==> src/rtl/tof_pkg.sv <==
// Shared types and helpers for the Toffoli undo engine: gate record, FSM
// encoding and the gate-apply function also used by datapath models.
package tof_pkg;

    localparam int TOF_WIDTH = 8;
    localparam int TOF_DEPTH = 16;
    localparam int TOF_IW    = $clog2(TOF_WIDTH);
    localparam int TOF_CW    = $clog2(TOF_DEPTH + 1);

    typedef struct packed {
        logic [TOF_IW-1:0] c0;
        logic [TOF_IW-1:0] c1;
        logic [TOF_IW-1:0] t;
    } tof_gate_t;

    typedef enum logic [1:0] {
        ST_IDLE = 2'd0,
        ST_UNDO = 2'd1,
        ST_DONE = 2'd2
    } tof_state_e;

    function automatic logic [TOF_WIDTH-1:0] tof_apply(input logic [TOF_WIDTH-1:0] s,
                                                       input tof_gate_t g);
        logic [TOF_WIDTH-1:0] r;
        r      = s;
        r[g.t] = s[g.t] ^ (s[g.c0] & s[g.c1]);
        return r;
    endfunction

    // A gate is degenerate when the target aliases a control or an index is off the end.
    function automatic logic tof_gate_bad(input tof_gate_t g);
        logic [TOF_IW:0] lim;
        lim = (TOF_IW + 1)'(TOF_WIDTH);
        return (g.t == g.c0) || (g.t == g.c1) ||
               ({1'b0, g.c0} >= lim) || ({1'b0, g.c1} >= lim) || ({1'b0, g.t} >= lim);
    endfunction

endpackage

==> src/rtl/tof_lifo.sv <==
// LIFO gate log for the undo engine: push, pop, top-of-stack, occupancy and
// synchronous clear. Clear wins over push, push over pop.
module tof_lifo #(
    parameter int DEPTH = 16,
    parameter int EW    = 9,
    parameter int CW    = $clog2(DEPTH + 1)
) (
    input  logic          clk,
    input  logic          rst,
    input  logic          clr,
    input  logic          push,
    input  logic          pop,
    input  logic [EW-1:0] din,
    output logic [EW-1:0] top,
    output logic [CW-1:0] depth,
    output logic          full,
    output logic          empty
);
    localparam int AW = (DEPTH > 1) ? $clog2(DEPTH) : 1;

    logic [EW-1:0] mem_r [DEPTH];
    logic [CW-1:0] cnt_r;
    logic [AW-1:0] wr_idx_s;
    logic [AW-1:0] top_idx_s;

    assign wr_idx_s  = AW'(cnt_r);
    assign top_idx_s = AW'(cnt_r - CW'(1));
    assign full      = (cnt_r == CW'(DEPTH));
    assign empty     = (cnt_r == CW'(0));
    assign depth     = cnt_r;
    assign top       = empty ? {EW{1'b0}} : mem_r[top_idx_s];

    // Occupancy counter; refuses to move past either end.
    always_ff @(posedge clk or posedge rst) begin
        if (rst) begin
            cnt_r <= CW'(0);
        end else if (clr) begin
            cnt_r <= CW'(0);
        end else if (push && !full) begin
            cnt_r <= cnt_r + CW'(1);
        end else if (pop && !empty) begin
            cnt_r <= cnt_r - CW'(1);
        end else begin
            cnt_r <= cnt_r;
        end
    end

    // Entry storage; contents above the count are don't-care so no reset.
    always_ff @(posedge clk) begin
        if (!clr && push && !full) begin
            mem_r[wr_idx_s] <= din;
        end
    end

endmodule

==> src/rtl/tof_undo_engine.sv <==
// Sequential Toffoli executor with a LIFO undo log. Optional gate legality
// checking is enabled by defining TOF_UNDO_GATE_CHECK_EN.
module tof_undo_engine
    import tof_pkg::*;
#(
    parameter int WIDTH = TOF_WIDTH,
    parameter int DEPTH = TOF_DEPTH,
    parameter int IW    = $clog2(WIDTH),
    parameter int CW    = $clog2(DEPTH + 1)
) (
    input  logic             clk,
    input  logic             rst,
    input  logic             load_valid,
    input  logic [WIDTH-1:0] load_data,
    input  logic             gate_valid,
    output logic             gate_ready,
    input  logic [IW-1:0]    gate_c0,
    input  logic [IW-1:0]    gate_c1,
    input  logic [IW-1:0]    gate_t,
    input  logic             undo_start,
    input  logic [CW-1:0]    undo_count,
    output logic             busy,
    output logic             done,
    output logic             err,
    output logic [CW-1:0]    depth,
    output logic [WIDTH-1:0] state_out
);
    localparam int EW = $bits(tof_gate_t);

    tof_state_e       fsm_r, fsm_nx_s;
    logic [WIDTH-1:0] state_r, state_nx_s;
    logic [CW-1:0]    remain_r, remain_nx_s;
    logic             busy_r, done_r, err_r;
    logic             err_nx_s;
    logic             push_s, pop_s, clr_s;
    logic             full_s, empty_s;
    logic [CW-1:0]    depth_s;
    logic [CW-1:0]    n_s;
    logic             reject_s;
    tof_gate_t        gate_s, top_s;
    logic [EW-1:0]    top_raw_s;

    assign gate_s = '{c0: gate_c0, c1: gate_c1, t: gate_t};
    assign top_s  = tof_gate_t'(top_raw_s);

`ifdef TOF_UNDO_GATE_CHECK_EN
    assign reject_s = tof_gate_bad(gate_s);
`else
    assign reject_s = 1'b0;
`endif

    assign n_s = ((undo_count == CW'(0)) || (undo_count > depth_s)) ? depth_s : undo_count;
    assign gate_ready = (fsm_r == ST_IDLE) && !full_s && !load_valid && !undo_start;

    tof_lifo #(.DEPTH(DEPTH), .EW(EW), .CW(CW)) u_log (
        .clk   (clk),
        .rst   (rst),
        .clr   (clr_s),
        .push  (push_s),
        .pop   (pop_s),
        .din   (gate_s),
        .top   (top_raw_s),
        .depth (depth_s),
        .full  (full_s),
        .empty (empty_s)
    );

    // Next-state, datapath and log control.
    always_comb begin
        fsm_nx_s    = fsm_r;
        state_nx_s  = state_r;
        remain_nx_s = remain_r;
        err_nx_s    = 1'b0;
        push_s      = 1'b0;
        pop_s       = 1'b0;
        clr_s       = 1'b0;
        case (fsm_r)
            ST_IDLE: begin
                if (load_valid) begin
                    state_nx_s = load_data;
                    clr_s      = 1'b1;
                end else if (undo_start) begin
                    remain_nx_s = n_s;
                    fsm_nx_s    = (n_s == CW'(0)) ? ST_DONE : ST_UNDO;
                end else if (gate_valid && gate_ready) begin
                    if (reject_s) begin
                        err_nx_s = 1'b1;
                    end else begin
                        state_nx_s = tof_apply(state_r, gate_s);
                        push_s     = 1'b1;
                    end
                end else begin
                    fsm_nx_s = ST_IDLE;
                end
            end
            ST_UNDO: begin
                // Toffoli is self-inverse: re-applying the logged gate undoes it.
                pop_s       = !empty_s;
                state_nx_s  = empty_s ? state_r : tof_apply(state_r, top_s);
                remain_nx_s = remain_r - CW'(1);
                if ((remain_r <= CW'(1)) || empty_s) begin
                    fsm_nx_s = ST_DONE;
                end else begin
                    fsm_nx_s = ST_UNDO;
                end
            end
            ST_DONE: begin
                fsm_nx_s = ST_IDLE;
            end
            default: begin
                fsm_nx_s = ST_IDLE;
            end
        endcase
    end

    // State and registered status outputs.
    always_ff @(posedge clk or posedge rst) begin
        if (rst) begin
            fsm_r    <= ST_IDLE;
            state_r  <= {WIDTH{1'b0}};
            remain_r <= CW'(0);
            busy_r   <= 1'b0;
            done_r   <= 1'b0;
            err_r    <= 1'b0;
        end else begin
            fsm_r    <= fsm_nx_s;
            state_r  <= state_nx_s;
            remain_r <= remain_nx_s;
            busy_r   <= (fsm_nx_s != ST_IDLE);
            done_r   <= (fsm_nx_s == ST_DONE);
            err_r    <= err_nx_s;
        end
    end

    assign busy      = busy_r;
    assign done      = done_r;
    assign err       = err_r;
    assign depth     = depth_s;
    assign state_out = state_r;

endmodule

==> config.mk <==
export PLATFORM = sky130hd
export DESIGN_NAME = tof_undo_engine
export DESIGN_NICKNAME = d
export VERILOG_FILES = /design/src/rtl/tof_pkg.sv /design/src/rtl/tof_lifo.sv /design/src/rtl/tof_undo_engine.sv
export SDC_FILE = /design/constraint.sdc
export NUM_CORES = 1
export LEC_CHECK = 0
export ABC_AREA = 1
export ABC_CLOCK_PERIOD_IN_PS = 2700
export CORE_UTILIZATION = 54
export DETAILED_ROUTE_END_ITERATION = 7
export GPL_TIMING_DRIVEN = 0
export PLACE_DENSITY = 0.76
export SETUP_SLACK_MARGIN = 0.2
export SLEW_MARGIN = 20
export SYNTH_ARGS = -nofsm -noshare
export SYNTH_HDL_FRONTEND = slang
export SYNTH_SLANG_ARGS = --single-unit
==> constraint.sdc <==
create_clock -name clk -period 2.7 [get_ports clk]
set_input_delay 0.54 -clock clk [delete_from_list [all_inputs] [get_ports clk]]
set_output_delay 0.54 -clock clk [all_outputs]
set_load 0.01 [all_outputs]
# Word-level counts from Yosys, hierarchy flattened
# Memories as Yosys holds them, arrays and structs flattened.
# Cells that the tools add are included.
# totals
register_bits,22
ram_bits,144
inputBits,27
output_inout_bits,17
wordCells,104
mem_count,1
# mem_list
name,depth,width,read_ports,rd_clocked_by_memory_dff,write_ports,line,source
u_log.mem_r,16,9,1,0,1,tof_lifo.sv:21,logic [EW-1:0] mem_r [DEPTH];
# classes
n_addsub,3
magnitude_cmp,10
n_eq_ne,8
muxes,46
bitwise,4
n_reduce_logical,26
# ops
operator,count
8-bit 2-to-1 mux,4
5-bit 2-to-1 mux,6
"3-bit by 4-bit less-than comparator with 1-bit output, second input constant",6
1-bit binary-select mux with 3-bit select,6
1-bit 2-to-1 mux,17
8-bit bitwise mux,2
8-bit case mux with 2 select lines,1
5-bit zero test,3
1-bit logical AND,10
2-bit 2-to-1 mux,5
5-bit case mux with 2 select lines,1
"5-bit by 1-bit subtractor with 5-bit output, second input constant",2
9-bit 2-to-1 mux,1
1-bit demux with 3-bit select,2
"3-bit by 1-bit greater-or-equal comparator with 1-bit output, second input constant",2
"2-bit inequality test, second input constant",3
"5-bit by 1-bit adder with 5-bit output, second input constant",1
"5-bit equality test, second input constant",1
5-bit greater-than comparator,1
"5-bit by 1-bit less-or-equal comparator with 1-bit output, second input constant",1
1-bit zero test,5
2-bit case mux with 2 select lines,1
4-bit AND reduction,1
2-bit nonzero test,2
other kinds (10),13

# Longest topological paths before layout
# depth
word_depth,14
mapped_depth,22
ltp_nobuf,19

# Modules after synthesis
# A second synthesis with hierarchy kept.
# hier_totals
cells_unflattened,951
hier_area_um2,8499.4
# modules_own_cells
mod,n_inst,cells_each,area_per_inst_um2,seq_area_each_um2
tof_lifo,1,573,6426.2,4449.3
tof_undo_engine,1,378,2073.2,425.4

# Worst setup path before layout
# Ideal clock, no wire load.
# synth_timing
path_type,register to register
startpoint,reg u_log.cnt_r[0] (netlist: u_log.depth[0])
endpoint,mem u_log.mem_r[15][0] (enable)
setup_ns,0.374
t_arrival_ns,2.429
required_time_ns,2.326
setup_slack_ns,-0.103
stages_incl_launch_ff,11
n_path_buf,3
synth_period_minus_slack_ns,2.803
cell_sequence,dfrtp_1 -> inv_2 -> buf_4 -> buf_6 -> buf_6 -> ha_1 -> a311oi_2 -> nand2_1 -> inv_1 -> nand2_1 -> nor2_1
# synth_between
elab_chain_cells,14
# synth_lines
item,line,source
start: declaration,tof_lifo.sv:22,logic [CW-1:0] cnt_r;
start signal: assignment,tof_lifo.sv:40,cnt_r <= cnt_r + CW'(1);
start signal: assignment,tof_lifo.sv:42,cnt_r <= cnt_r - CW'(1);
start signal: assignment,tof_lifo.sv:44,cnt_r <= cnt_r;
5-bit equality test,tof_lifo.sv:28,assign full = (cnt_r == CW'(DEPTH));
1-bit zero test,tof_undo_engine.sv:53,assign gate_ready = (fsm_r == ST_IDLE) && !full_s && !load_valid && !undo_start;
1-bit logical AND (3 in series),tof_undo_engine.sv:53,
net gate_ready,tof_undo_engine.sv:16,"output logic gate_ready,"
1-bit logical AND,tof_undo_engine.sv:85,end else if (gate_valid && gate_ready) begin
1-bit 2-to-1 mux,tof_undo_engine.sv:85,
1-bit 2-to-1 mux,tof_undo_engine.sv:82,end else if (undo_start) begin
1-bit 2-to-1 mux,tof_undo_engine.sv:79,if (load_valid) begin
1-bit 2-to-1 mux,tof_undo_engine.sv:77,case (fsm_r)
1-bit logical AND (2 in series),tof_lifo.sv:50,if (!clr && push && !full) begin
1-bit 2-to-1 mux,tof_lifo.sv:50,
1-bit 2-to-1 mux (not written as such),tof_lifo.sv:51,mem_r[wr_idx_s] <= din;
end: declaration,tof_lifo.sv:21,
# The timed path passes the listed nets, and every way through them passes these cells.

# Worst setup path in the final report
# layout_timing
startpoint,reg u_log.cnt_r[0] (netlist: u_log.depth[0])
endpoint,reg state_r[7] (netlist: state_out[7])
# layout_between
elab_chain_cells,10
word_cells_on_any_way,29
classes_between,add/sub: 1; order compare: 2; eq/ne: 3; mux: 12; bitwise: 2; reduce/logical: 8; memory: 1
# layout_lines
item,line,source
5-bit by 1-bit subtractor with 5-bit output,--,
memory 16 x 9 bit,--,
9-bit 2-to-1 mux,tof_lifo.sv:31,assign top = empty ? {EW{1'b0}} : mem_r[top_idx_s];
"3-bit by 4-bit less-than comparator with 1-bit output (not written as such), or another cell as far along",tof_pkg.sv:26,r[g.t] = s[g.t] ^ (s[g.c0] & s[g.c1]);
1-bit logical AND (not written as such) or 1-bit 2-to-1 mux (tied branches),tof_pkg.sv:26,
1-bit 2-to-1 mux (not written as such) or 1-bit AND (tied branches),tof_pkg.sv:26,
1-bit demux with 3-bit select or 1-bit bitwise XOR (tied branches),tof_pkg.sv:26,
8-bit bitwise mux,tof_pkg.sv:26,
8-bit 2-to-1 mux,tof_undo_engine.sv:99,"state_nx_s = empty_s ? state_r : tof_apply(state_r, top_s);"
8-bit case mux with 2 select lines,tof_undo_engine.sv:77,
end signal: assignment,tof_undo_engine.sv:120,state_r <= {WIDTH{1'b0}};
end signal: assignment,tof_undo_engine.sv:127,state_r <= state_nx_s;
end: declaration,tof_undo_engine.sv:31,"logic [WIDTH-1:0] state_r, state_nx_s;"
# Several ways; a longest one is shown, not always the timed one. The select of a mux whose other input is x is not followed.
# A chain may end at the register's enable or synchronous reset.

==> results.cfg <==
[synthesis]
yosysTopAreaCell = edfxtp_1
synthCells = 882
synth.top_cells.by_area = edfxtp_1, nand2_1, nand3_1
synthesis.nets = 921
synth_top_cell_area_share_pct = 52.3
seq_area_frac_synth_pct = 58.9
synthesis.area_um2 = 8270
ys_types = 42
ys_ff_latch = 166
avgSynthCellArea_um2 = 9.38
ys.warnings.count = 0

[pwr]
ir_drop_mv = 0.976
p_leak_nw = 4.33
power_density_nw_per_um2 = 1380

[setup_path]
cp-end-kind = flop
cp_top_family = simple AND/OR/NAND/NOR gates
cp_common_cell = buf_8
path_buf_inv = 8
rrSetupSlack_ns = -0.18
slowest_delay_ns = 0.38
r2r_cells = 20
critPathRequiredTime_ns = 3.06
r2r-end = state_out[7]
crit_fanout = 6
r2r-start = u_log.depth[0]
path_cells = inv_2, buf_8, buf_8, buf_12, ha_4, buf_12, buf_8, buf_6, nand3_2, nand2_2, a21oi_2, nor2_2, nor2_4, inv_4, nor2_2, nand2_1, nor2_1, o21ai_1, and2_1, a21oi_2
worstSetupPathType = reg -> reg
cp-start-kind = flop
arrival_ns = 3.23
critPathSlowestCell = dfrtp_2

[drt]
drt_iter0_drc = 1076
drc = 0
viasPerCell = 6.16
ant_nets = 0
num_vias = 7343
wl_per_cell_um = 22.0
first_pass_iters = 6
totalWireLength_mm = 26.2

[timing]
hold_slack_ns = 0.496
relSlewSlack_pct = 36.9
worstMarginPinSlew_ns = 0.946
fin_worst_skew_ns = 0.0192
finalSetupViolations = 8
rsz0062_at_grt = true
fin_crit_sh_pct = 107
max_freq_mhz = 348
setup_ws_ns = -0.176
hold_viol = 0
slew_viol_final = 0
layout_min_cycle_time_ns = 2.88

[clocking]
numCtsBuffers = 17
cts_tree = yes
cts.sinks = 166
clk_latency_ns = 0.44
clockBufferDepth = 2
clock-root-buffer = clkbuf_16
clkTransAtPathRegs_ns = 0.07
htreeDepth = 4

[hold_path]
hold_depth = 2
min_to = remain_r[1]
hp-start = remain_r[1]
hold_path_class = reg -> reg

[die]
core-area_um2 = 14800
ioPinCount = 44
rows = 44
die_h_um = 126
start_util_pct = 56.1
dieArea_um2 = 15800
die_x_um = 126

[global_route]
track_usage_pct = 32.8
grt_pass1_vias = 6982
grt_max_degree = 25
antenna_found_initial = 0
grt_pass1_wl_mm = 38.3
overflow = 0

[finish]
syn_to_final_growth_pct = 32.4
final.fill_count = 966
drive_above_1_share_pct = 24.4
final_nets = 1034
n_antenna_cell = 0
utilization_pct = 74.2

[place]
portBuffers = 41
gp_congestion = 0.894
dp_hpwl_mm = 14.6

[run_status]
violations = negative setup slack
status = finished with violations

[job]
maxCapViolCount = 0
## layer usage
layer	track usage, %	wire [um]
met5	0	0
met4	18.0	1220
met3	6.75	2730
met2	52.9	12600
met1	41.9	9710
## layout by cell type (no fill, tap or decap), types with 9 or more instances in the layout
master / instances
edfxtp_1: 144
buf_4: 34
nand3_1: 94
o21ai_0: 23
ha_1: 10
nor2_4: 18
clkbuf_16: 19
clkdlybuf4s50_1: 33
inv_1: 51
nand4_1: 13
dfrtp_1: 19
buf_12: 19
nand2_2: 16
a21oi_1: 36
o21ai_1: 16
nand3_4: 15
nand2_1: 242
buf_8: 9
nand3_2: 35
nor2_1: 39
buf_2: 10
## power by group
| group | internal [mW] | total [mW] | switching, mW | leakage, nW |
|---|---|---|---|---|
| Sequential | 2.98 | 3.19 | 0.209 | 1.56 |
| Clock | 1.29 | 2.38 | 1.08 | 0.267 |
| Combinational | 3.55 | 9.52 | 5.97 | 2.50 |
## worst min-delay path, delay by kind of cell, from the launching register on
kind	cells	cell delay [ns]
AO/OA/AOI/OAI	1	0.06
flip-flops	1	0.34
AND/OR/NAND/NOR	1	0.05
## per-stage QoR
step | power [mW] | setup TNS (ns) | worst slack, ns | cell area (um^2) | std cells
after floorplan | 7.87 | 0 | 0.183 | 8400 | 882
after global placement | 9.67 | -46.90 | -0.776 | 9040 | 1107
after detailed placement | 9.79 | -52.16 | -0.771 | 9040 | 1107
after CTS | 13.9 | -0.184 | -0.0281 | 10600 | 1182
after global routing | 15.8 | -1.66 | -0.237 | 10900 | 1192
final | 15.1 | -1.03 | -0.176 | 10900 | 1192
## cells in the mapped netlist, drive strengths merged
master,count
clkbuf,7
o21ai,40
o22ai,6
ha,12
a32o,1
nor2,65
nand4,13
nand3,143
nor3,3
clkinv,1
inv,65
nand3b,1
nor4,2
dfrtp,22
buf,28
o21a,1
a31oi,1
a21oi,44
or4,1
edfxtp,144
nand2,262
a22oi,3
a211oi,2
o211ai,3
conb,1
o21bai,1
and2,1
o221ai,2
a311oi,1
xor2,6
## final cells by class
cell class | count | area (um^2) | share of cell area (%)
Sequential cell | 166 | 4880 | 44.6
Multi-Input combinational cell | 616 | 3580 | 32.7
Timing Repair Buffer | 93 | 1050 | 9.61
Clock buffer | 18 | 429 | 3.92
Buffer | 35 | 364 | 3.33
Inverter | 66 | 272 | 2.48
Tap cell | 184 | 230 | 2.10
Clock inverter | 14 | 141 | 1.29
## worst max-delay path by stage
| stage | start | to | slack (ns) | cells after the start |
|---|---|---|---|---|
| 2_1_floorplan | u_log.depth[0] | u_log.mem_r[11][0] | 0.18 | 10 |
| 3_3_place_gp | gate_t[1] | state_out[4] | -0.78 | 11 |
| 3_5_place_dp | gate_t[2] | state_out[4] | -0.77 | 11 |
| 4_1_cts | u_log.depth[0] | state_out[4] | -0.03 | 21 |
| 5_1_grt | u_log.depth[0] | state_out[7] | -0.24 | 18 |
| 6_report | u_log.depth[0] | state_out[7] | -0.18 | 20 |
## repair_timing
action / 4_1_cts / 5_1_grt
pin swaps: 51 / 39
setup endpoints to repair: 157 / 163
buffers inserted: 40 / 10
gates resized for setup: 106 / 69
hold buffers: 0 / 0
cloned: 3 / 0
## state kept, by name, indices dropped and copies added (netlist names)
register,flops
fsm_r,2
state_out,8
remain_r,5
u_log.depth,5
busy,1
u_log.mem_r,144
done,1
## kinds of logic (layout without fill, tap and decap cells)
group / Yosys count / in the layout / share of synthesized area (%)
buffers and inverters: 101 / 226 / 5.63
flip-flops: 166 / 166 / 58.9
XOR/XNOR: 6 / 6 / 0.635
other: 1 / 1 / 0.0453
AO/OA/AOI/OAI: 105 / 105 / 7.03
adder cells (fa/ha/maj): 12 / 12 / 1.82
AND/OR/NAND/NOR: 491 / 492 / 25.9
Note: power is estimated with default switching activity, not from simulation.
